$ cat config.mk
export PLATFORM = sky130hd
export DESIGN_NAME = address_gen_unit
export DESIGN_NICKNAME = d
export VERILOG_FILES = /design/src/rtl/address_gen_unit.sv
export SDC_FILE = /design/constraint.sdc
export NUM_CORES = 1
export LEC_CHECK = 0
export ABC_AREA = 1
export BUFFER_PORTS_ARGS = -buffer_cell sky130_fd_sc_hd__buf_2
export CAP_MARGIN = 10
export CELL_PAD_IN_SITES_DETAIL_PLACEMENT = 1
export CELL_PAD_IN_SITES_GLOBAL_PLACEMENT = 1
export CORE_AREA = 2 2 164 166
export CTS_CLUSTER_SIZE = 10
export DETAILED_ROUTE_END_ITERATION = 10
export DIE_AREA = 0 0 166 168
export PLACE_DENSITY_LB_ADDON = 0.08
export SLEW_MARGIN = 20
export SYNTH_ARGS = -nofsm -noshare
export SYNTH_HDL_FRONTEND = slang
export SYNTH_SLANG_ARGS = --single-unit
$ cat constraint.sdc
create_clock -name clk -period 2.4 [get_ports clk]
set_clock_uncertainty 0.15 [all_clocks]
set_input_delay 0.12 -clock clk [delete_from_list [all_inputs] [get_ports clk]]
set_output_delay 0.12 -clock clk [all_outputs]
set_load 0.02 [all_outputs]
$ cat src/rtl/address_gen_unit.sv
// address_gen_unit: sequences weight, input-tile, conv-window and drain buffer addresses.
// Optional macro AGU_BOUNDS_CHECK_EN adds the sticky agu_err output and the addr >= N*N check.
//
// state  | meaning
// S_IDLE | waiting for agu_start; configuration latched on start
// S_RUN  | presenting addresses, advancing on each accepted handshake
// S_FIN  | one-cycle agu_done pulse, then back to S_IDLE
module address_gen_unit #(
  parameter int MAX_N      = 64,
  parameter int MAX_K      = 16,
  parameter int ARRAY_SIZE = 8,
  parameter int ADDR_WIDTH = 12
) (
  input  logic                  clk,
  input  logic                  rst_n,
  input  logic                  agu_start,
  input  logic                  agu_enable,
  input  logic [2:0]            agu_mode,
  input  logic [6:0]            cfg_N,
  input  logic [4:0]            cfg_K,
  input  logic [6:0]            tile_row,
  input  logic [6:0]            tile_col,
  output logic [ADDR_WIDTH-1:0] addr,
  output logic                  addr_valid,
  input  logic                  addr_ready,
  output logic                  agu_done,
  output logic                  agu_busy
`ifdef AGU_BOUNDS_CHECK_EN
  ,
  output logic                  agu_err
`endif
);

  localparam logic [2:0] MODE_WEIGHT  = 3'd1;
  localparam logic [2:0] MODE_INPUT   = 3'd2;
  localparam logic [2:0] MODE_COMPUTE = 3'd3;
  localparam logic [2:0] MODE_DRAIN   = 3'd4;

  localparam logic [6:0] MAX_N_L = 7'(MAX_N);
  localparam logic [4:0] MAX_K_L = 5'(MAX_K);
  localparam logic [6:0] TILE_L  = 7'(ARRAY_SIZE);

  typedef enum logic [1:0] {
    S_IDLE = 2'd0,
    S_RUN  = 2'd1,
    S_FIN  = 2'd2
  } state_t;

  state_t state, state_nxt;

  logic [6:0]            lim0, lim1, lim2, lim3;
  logic [6:0]            c0, c1, c2, c3;
  logic [6:0]            stride_q;
  logic [6:0]            n_q;
  logic [ADDR_WIDTH-1:0] base_row, base_win, base_orow, addr_q;

  logic [6:0]            m_dim, rows_avail, cols_avail, r_lim, c_lim;
  logic [ADDR_WIDTH-1:0] tile_prod, tile_origin;
  logic [6:0]            ld_lim0, ld_lim1, ld_lim2, ld_lim3, ld_stride;
  logic [ADDR_WIDTH-1:0] ld_addr;
  logic                  start_bad, start_hit, fire, last;
  logic                  end0, end1, end2, end3;

  // ---------------- start-time decode ----------------
  assign m_dim       = cfg_N - 7'(cfg_K) + 7'd1;
  assign rows_avail  = cfg_N - tile_row;
  assign cols_avail  = cfg_N - tile_col;
  assign r_lim       = (rows_avail > TILE_L) ? TILE_L : rows_avail;
  assign c_lim       = (cols_avail > TILE_L) ? TILE_L : cols_avail;
  // one multiply, used only when a start is accepted, never per address
  assign tile_prod   = ADDR_WIDTH'(tile_row) * ADDR_WIDTH'(cfg_N);
  assign tile_origin = tile_prod + ADDR_WIDTH'(tile_col);

  always_comb begin
    start_bad = 1'b0;
    if (cfg_N == 7'd0 || cfg_K == 5'd0)  start_bad = 1'b1;
    if (7'(cfg_K) > cfg_N)               start_bad = 1'b1;
    if (cfg_N > MAX_N_L)                 start_bad = 1'b1;
    if (cfg_K > MAX_K_L)                 start_bad = 1'b1;
    if (agu_mode != MODE_WEIGHT && agu_mode != MODE_INPUT &&
        agu_mode != MODE_COMPUTE && agu_mode != MODE_DRAIN)
      start_bad = 1'b1;
    if (agu_mode == MODE_INPUT && (tile_row >= cfg_N || tile_col >= cfg_N))
      start_bad = 1'b1;
  end

  // Every mode is a nest of up to four counters; stride is the row step
  // applied when the innermost counter wraps.
  always_comb begin
    ld_lim0   = 7'(cfg_K);
    ld_lim1   = 7'(cfg_K);
    ld_lim2   = 7'd1;
    ld_lim3   = 7'd1;
    ld_stride = 7'(cfg_K);
    ld_addr   = '0;
    case (agu_mode)
      MODE_INPUT: begin
        ld_lim0   = c_lim;
        ld_lim1   = r_lim;
        ld_stride = cfg_N;
        ld_addr   = tile_origin;
      end
      MODE_COMPUTE: begin
        ld_lim2   = m_dim;
        ld_lim3   = m_dim;
        ld_stride = cfg_N;
      end
      MODE_DRAIN: begin
        ld_lim0   = m_dim;
        ld_lim1   = m_dim;
        ld_stride = m_dim;
      end
      default: ;
    endcase
  end

  assign start_hit = (state == S_IDLE) && agu_start;
  assign fire      = (state == S_RUN) && agu_enable && addr_ready;
  assign end0      = (c0 == lim0 - 7'd1);
  assign end1      = (c1 == lim1 - 7'd1);
  assign end2      = (c2 == lim2 - 7'd1);
  assign end3      = (c3 == lim3 - 7'd1);
  assign last      = end0 && end1 && end2 && end3;

  // ---------------- FSM ----------------
  always_ff @(posedge clk or negedge rst_n) begin
    if (!rst_n) state <= S_IDLE;
    else        state <= state_nxt;
  end

  always_comb begin
    state_nxt = state;
    case (state)
      S_IDLE: if (agu_start) state_nxt = start_bad ? S_FIN : S_RUN;
      S_RUN:  if (fire && last) state_nxt = S_FIN;
      S_FIN:  state_nxt = S_IDLE;
      default: state_nxt = S_IDLE;
    endcase
  end

  always_comb begin
    addr_valid = (state == S_RUN) && agu_enable;
    agu_busy   = (state == S_RUN);
    agu_done   = (state == S_FIN);
    addr       = addr_q;
  end

  // ---------------- counters and incremental address ----------------
  always_ff @(posedge clk or negedge rst_n) begin
    if (!rst_n) begin
      lim0      <= '0;
      lim1      <= '0;
      lim2      <= '0;
      lim3      <= '0;
      c0        <= '0;
      c1        <= '0;
      c2        <= '0;
      c3        <= '0;
      stride_q  <= '0;
      n_q       <= '0;
      base_row  <= '0;
      base_win  <= '0;
      base_orow <= '0;
      addr_q    <= '0;
    end else if (start_hit && !start_bad) begin
      lim0      <= ld_lim0;
      lim1      <= ld_lim1;
      lim2      <= ld_lim2;
      lim3      <= ld_lim3;
      c0        <= '0;
      c1        <= '0;
      c2        <= '0;
      c3        <= '0;
      stride_q  <= ld_stride;
      n_q       <= cfg_N;
      base_row  <= ld_addr;
      base_win  <= '0;
      base_orow <= '0;
      addr_q    <= ld_addr;
    end else if (fire && !last) begin
      if (!end0) begin
        c0     <= c0 + 7'd1;
        addr_q <= addr_q + ADDR_WIDTH'(1);
      end else if (!end1) begin
        c0       <= '0;
        c1       <= c1 + 7'd1;
        base_row <= base_row + ADDR_WIDTH'(stride_q);
        addr_q   <= base_row + ADDR_WIDTH'(stride_q);
      end else if (!end2) begin
        // next conv window along the output row
        c0       <= '0;
        c1       <= '0;
        c2       <= c2 + 7'd1;
        base_win <= base_win + ADDR_WIDTH'(1);
        base_row <= base_win + ADDR_WIDTH'(1);
        addr_q   <= base_win + ADDR_WIDTH'(1);
      end else begin
        c0        <= '0;
        c1        <= '0;
        c2        <= '0;
        c3        <= c3 + 7'd1;
        base_orow <= base_orow + ADDR_WIDTH'(n_q);
        base_win  <= base_orow + ADDR_WIDTH'(n_q);
        base_row  <= base_orow + ADDR_WIDTH'(n_q);
        addr_q    <= base_orow + ADDR_WIDTH'(n_q);
      end
    end
  end

`ifdef AGU_BOUNDS_CHECK_EN
  logic [2:0]  mode_q;
  logic [13:0] nn_q;

  always_ff @(posedge clk or negedge rst_n) begin
    if (!rst_n) begin
      mode_q <= '0;
      nn_q   <= '0;
    end else if (start_hit) begin
      mode_q <= agu_mode;
      nn_q   <= 14'(cfg_N) * 14'(cfg_N);
    end
  end

  // sticky until the next start; a bad start sets it in the same edge it clears
  always_ff @(posedge clk or negedge rst_n) begin
    if (!rst_n) begin
      agu_err <= 1'b0;
    end else if (start_hit) begin
      agu_err <= start_bad;
    end else if (state == S_RUN && mode_q != MODE_WEIGHT &&
                 32'(addr_q) >= 32'(nn_q)) begin
      agu_err <= 1'b1;
    end
  end
`endif

endmodule

==> impl_metrics.yaml, run 1 <==
run_status:
  status: "finished, violations left"
  violations: "negative setup slack"
floorplan:
  placementRows: 60
  dieWidth_um: 166
  ios: 49
  die_h_um: 168
  initial_core_util_pct: 40.8
  core_area_um2: 26400
  die_area_um2: 27900
clock_network:
  htreeDepth: 4
  cts_buffers: 17
  cts.sinks: 113
  cts_tree: "built"
  clock_latency_ns: 0.45
  clk_pin_slew_ns: 0.07
  cts_root_buf: "clkbuf_16"
  clk_path_buf_depth: 2
detailed_routing:
  antenna_left: 0
  wl_per_cell_um: 21.7
  drc: 0
  drt-total-wl_mm: 48.1
  vias_per_cell: 5.56
  drt_iter0_markers: 738
  dr.pass1.iters: 5
  dr_total_vias: 12300
placement:
  place_hpwl_mm: 29.7
  numPortBuffers: 48
  dpl_worst_slack_ns: -1.84
  place_area_um2: 13100
  place_congestion: 0.911
sta:
  final_max_slew_viol_count: 0
  period_share_pct: 163
  finalSetupViolCount: 77
  tightest_slew_ns: 0.609
  hold_viol: 0
  fin_crit_ns: 3.92
  setup_tns_ns: -44.13
  fin_ws_ns: -1.52
  fmax_mhz: 255
  rsz0062_at_grt: "true"
  holdWs_ns: 0.00163
  max_slew_margin_pct: 59.4
yosys:
  synth_common_cells: "454 x nand2_1, 207 x inv_1, 131 x nand3_1"
  synth_cell_types: 50
  synth_area_leaders: "dfrtp_1 26%, nand2_1 16%, ha_1 9.8%"
  synth_warnings: 0
  synth_seq_cells: 113
  synth_edf_count: 0
  yosysTopAreaCellShare_pct: 26.3
  synthArstFlopShare_pct: 100
  synth_area_um2: 10800
  yosys.area.top_type: "dfrtp_1"
  syn_area_per_cell_um2: 7.05
  synthFlopType: "dfrtp_1"
  syn_nets: 1680
  yosysSeqAreaShare_pct: 26.3
  synth_most_common_cell: "nand2_1"
  syn_inst: 1526
job:
  maxCapViolations: 0
global_route:
  grt_pass1_vias: 13200
  antenna_found_initial: 0
  grt_max_degree: 50
  grt_use_met3_pct: 3.50
  grt-ovfl-total: 0
  grt.total_usage_pct: 32.0
  use_met2_pct: 60.1
  grtUsageMet1_pct: 36.3
  top_usage_layer: "met2"
  grt_first_pass_wirelength_mm: 70.6
power:
  vdd_drop_max_mv: 0.808
  powerDensity_nw_per_um2: 876
  leakagePower_nw: 8.06
  power_mw: 14.0
critical_path:
  criticalPathCategory: "input pin to flop"
  start_kind: "input pin"
  crit_fanout: 5
  critPathArrivalTime_ns: 4.15
  critical_path_required_ns: 2.62
  endpoint_kind: "flop"
finish:
  layout-drive-gt1-share_pct: 35.5
  num-nets-final: 2015
  n_antenna_cell: 0
  fillers: 3217
  fin_area_um2: 16000
  area_growth_pct: 49.0
min_path:
  hold_class: "input pin to flop"
## stage by stage
step / utilization (%) / cells
after CTS: 58.0 / 2193
final: 60.8 / 2215
after global routing: 60.8 / 2215
after global placement: 49.9 / 2102
after detailed placement: 49.9 / 2102
after floorplan: - / 1526
## critical path: stages
cell and delay (ns):
buf_12 0.11, ha_4 0.15, fa_1 0.55, inv_2 0.04, fa_1 0.55, inv_2 0.05, fa_1 0.48, inv_1 0.06
fa_1 0.54, inv_2 0.06, ha_4 0.31, inv_4 0.05, nor3_4 0.20, buf_6 0.13, a21oi_4 0.05, o211ai_1 0.25
nand2_2 0.12, nor2_1 0.12, a21oi_1 0.05, a21oi_1 0.15
## cell usage in the layout, fill, tap and decap left out, drive strengths merged, types with 4 or more instances in the layout
| cell | synthesis | routed |
|---|---|---|
| nand3b | 9 | 9 |
| a22oi | 6 | 6 |
| xor2 | 51 | 51 |
| nor3 | 20 | 20 |
| a21boi | 6 | 6 |
| inv | 212 | 215 |
| clkbuf | 12 | 21 |
| dfrtp | 113 | 113 |
| xnor2 | 25 | 25 |
| buf | 27 | 347 |
| nand3 | 135 | 136 |
| a31oi | 6 | 6 |
| a21oi | 50 | 51 |
| nand2 | 459 | 459 |
| fa | 36 | 36 |
| clkinv | 1 | 8 |
| nor2 | 103 | 103 |
| o22ai | 4 | 4 |
| or2 | 15 | 15 |
| o21ai | 101 | 101 |
| a21o | 5 | 5 |
| ha | 84 | 84 |
| nand4 | 24 | 24 |
## cell type report
cell class                      count  area (µm²)  area share (%)
Timing Repair Buffer              353        3170            19.8
Tap cell                          341         427            2.66
Inverter                          213         830            5.18
Sequential cell                   113        2830            17.7
Clock inverter                     14         133           0.827
Multi-Input combinational cell   1163        8200            51.2
Clock buffer                       18         439            2.74
## metal layers
layer	up-vias	wire length, µm
li1	5581	-
met1	6129	18300
met2	421	25100
met3	174	1890
met4	0	2820
met5	-	0
## logic make-up after synthesis
family	synth area share, %
flip-flops	26.3
AND/OR/NAND/NOR	31.2
buffers and inverters	9.48
adder cells (fa/ha/maj)	16.5
AO/OA/AOI/OAI	9.79
XOR/XNOR	6.81
## sequential cells by signal, indices dropped and copies added (netlist names)
signal     count
addr          12
state          2
base_orow     12
lim0           7
lim1           7
c3             7
base_win      12
c0             7
c1             7
base_row      12
stride_q       7
lim3           7
n_q            7
c2             7
## repair_timing
action,4_1_cts,5_1_grt
hold buffers,3,0
hold endpoints to repair,54,0
pin swaps,63,73
cloned,15,3
endpoints found under the setup margin,101,100
buffers inserted,45,33
resized for setup,249,188
## path summary, 6_finish.rpt
path                        startpoint          end  slack, ns  cells past startpoint
max in group asynchronous        rst_n     addr[11]       1.30                      3
setup / recovery              cfg_N[3]      addr[9]      -1.52                     20
hold reg to reg            base_row[2]  base_row[2]       0.33                      2
hold / removal             agu_mode[0]      lim3[0]      0.002                      4
setup reg to reg               lim3[3]        c3[5]      -0.46                     16
min in group asynchronous        rst_n        c3[4]       0.08                      2
## report_power, final
part           switching, mW  internal, mW
Sequential             0.585          2.34
Clock                   1.11          1.46
Combinational           4.84          3.70
Total                   6.53          7.51
Note: power is estimated with default switching activity, not from simulation.
==> inputs of run 2 (changes only) <==
--- a/config.mk
+++ b/config.mk
@@ -15,6 +15,7 @@
 export DETAILED_ROUTE_END_ITERATION = 10
 export DIE_AREA = 0 0 166 168
 export PLACE_DENSITY_LB_ADDON = 0.08
+export REMOVE_ABC_BUFFERS = 1
 export SLEW_MARGIN = 20
 export SYNTH_ARGS = -nofsm -noshare
 export SYNTH_HDL_FRONTEND = slang
==> impl_metrics.yaml, run 2 (synthesized netlist as in run 1, its figures left out) <==
sta:
  hold_viol: 1
  tightest_slew_ns: 0.691
  fin_crit_ns: 3.81
  final_max_slew_viol_count: 0
  finalSetupViolCount: 112
  fin_ws_ns: -1.41
  setup_tns_ns: -52.51
  period_share_pct: 159
  holdWs_ns: -0.00842
  rsz0062_at_grt: "true"
  max_slew_margin_pct: 53.9
  fmax_mhz: 262
global_route:
  grt_first_pass_wirelength_mm: 72.5
  grt.total_usage_pct: 33.0
  grt_max_degree: 114
  antenna_found_initial: 0
  grt_pass1_vias: 13500
  grt-ovfl-total: 0
critical_path:
  start_kind: "input pin"
  cp_slowest_stage_delay_ns: 0.54
  crit_buf_inv: 8
  cpMaxStageDelayCell: "fa_1"
  worst_path_most_repeated_cell: "inv_1"
  criticalPathCategory: "input pin to flop"
  critical_path_required_ns: 2.56
  cp_cell_sequence: "buf_6 -> buf_8 -> buf_6 -> nand2_1 -> fa_2 -> inv_1 -> ha_1 -> inv_1 -> fa_1 -> fa_1 -> inv_2 -> ha_4 -> buf_4 -> inv_1 -> nor3_4 -> a21oi_2 -> o21ai_1 -> nand2_1 -> nand2_2 -> nor2_2 -> a21oi_1 -> a21oi_1"
  endpoint_kind: "flop"
  rrSetupSlack_ns: -0.68
  crit_fanout: 5
  critPathArrivalTime_ns: 3.98
  cp_top_family: "adder cells"
run_status:
  violations: "negative hold slack, negative setup slack"
  status: "finished, violations left"
clock_network:
  cts.sinks: 113
  clk_path_buf_depth: 2
  htreeDepth: 4
  clk_pin_slew_ns: 0.07
  cts_buffers: 17
  cts_tree: "built"
  cts_root_buf: "clkbuf_16"
  clock_latency_ns: 0.44
finish:
  final_common_cell: "nand2_1"
  n_antenna_cell: 0
  num-nets-final: 2047
  final_cell_mix: "362 x nand2_1, 246 x buf_4, 174 x inv_1"
  post-route-util_pct: 62.9
  layout-drive-gt1-share_pct: 37.8
  area_growth_pct: 54.0
  final_cells: 2247
detailed_routing:
  drc: 0
  dr_total_vias: 12800
  drt_iter0_markers: 902
  wl_per_cell_um: 24.3
  drt-total-wl_mm: 54.6
  vias_per_cell: 5.71
  antenna_left: 0
  dr.pass1.iters: 6
placement:
  place_hpwl_mm: 29.0
  numPortBuffers: 48
  dpl_worst_slack_ns: -2.13
  place_congestion: 0.895
  place_inst: 2113
power:
  p_sw_share_pct: 46.4
  power_frac_comb_pct: 61.3
  p_clk_share_pct: 18.8
  seqPwrFrac_pct: 19.9
  vdd_drop_max_mv: 0.990
  p_switching_mw: 6.92
  power_mw: 14.9
  leakagePower_nw: 8.32
  p_int_mw: 8.00
  powerDensity_nw_per_um2: 900
floorplan:
  dieWidth_um: 166
  ios: 49
  die_h_um: 168
  placementRows: 60
  core_area_um2: 26400
  die_area_um2: 27900
  initial_core_util_pct: 40.8
min_path:
  hold_class: "input pin to flop"
job:
  maxCapViolations: 0
[run 2: metal layers]
metal	wire, µm	GRT usage [%]	part of all wire [%]
met1	19700	36.2	36
met4	4070	16.1	7.5
met2	28000	61.8	51
met5	0	0	0
met3	2780	5.24	5.1
[run 2: path summary, 6_finish.rpt]
| check | startpoint | endpoint | cells after the start |
|---|---|---|---|
| max in group asynchronous | rst_n | state[1] | 3 |
| hold / removal | cfg_K[3] | stride_q[3] | 4 |
| setup reg to reg | n_q[0] | base_row[10] | 14 |
| min in group asynchronous | rst_n | c3[3] | 3 |
| setup / recovery | cfg_N[3] | addr[9] | 22 |
| hold reg to reg | base_row[6] | base_row[6] | 2 |
[run 2: what timing repair did]
action,CTS,global route
setup endpoints to repair,101,103
pin swaps,102,68
setup buffers,59,30
gates cloned,11,8
endpoints found under the hold margin,116,0
hold buffers,4,0
gates resized for setup,288,217
[run 2: area by class of cell]
cell class | count | area, µm²
repair buffers | 386 | 3580
fillers | 3162 | 9780
clock inverters | 14 | 179
multi-input cells | 1162 | 8290
clock buffers | 18 | 429
inverters | 213 | 837
well taps | 341 | 427
flip-flops and latches | 113 | 2830
[run 2: worst min-delay path: stages]
cell and delay (ns):
buf_2 0.10, buf_4 0.11, a21oi_1 0.08, o21ai_2 0.12
[run 2: power by group through the flow]
| stage | clock (mW) | combinational [mW] | sequential (mW) |
|---|---|---|---|
| floorplan | 0 | 3.56 | 2.78 |
| global placement | 0 | 6.12 | 2.84 |
| detailed placement | 0 | 6.31 | 2.85 |
| CTS | 2.77 | 7.51 | 2.84 |
| global route | 2.87 | 9.75 | 3.00 |
| finish | 2.80 | 9.15 | 2.96 |
[run 2: metrics by stage]
stage / instance area [µm²] / hold slack (ns)
2_1_floorplan: 10500 / -0.326
3_3_place_gp: 13100 / 0.107
3_5_place_dp: 13100 / 0.112
4_1_cts: 15500 / 0.00704
5_1_grt: 16600 / 0.00574
6_report: 16600 / -0.00842
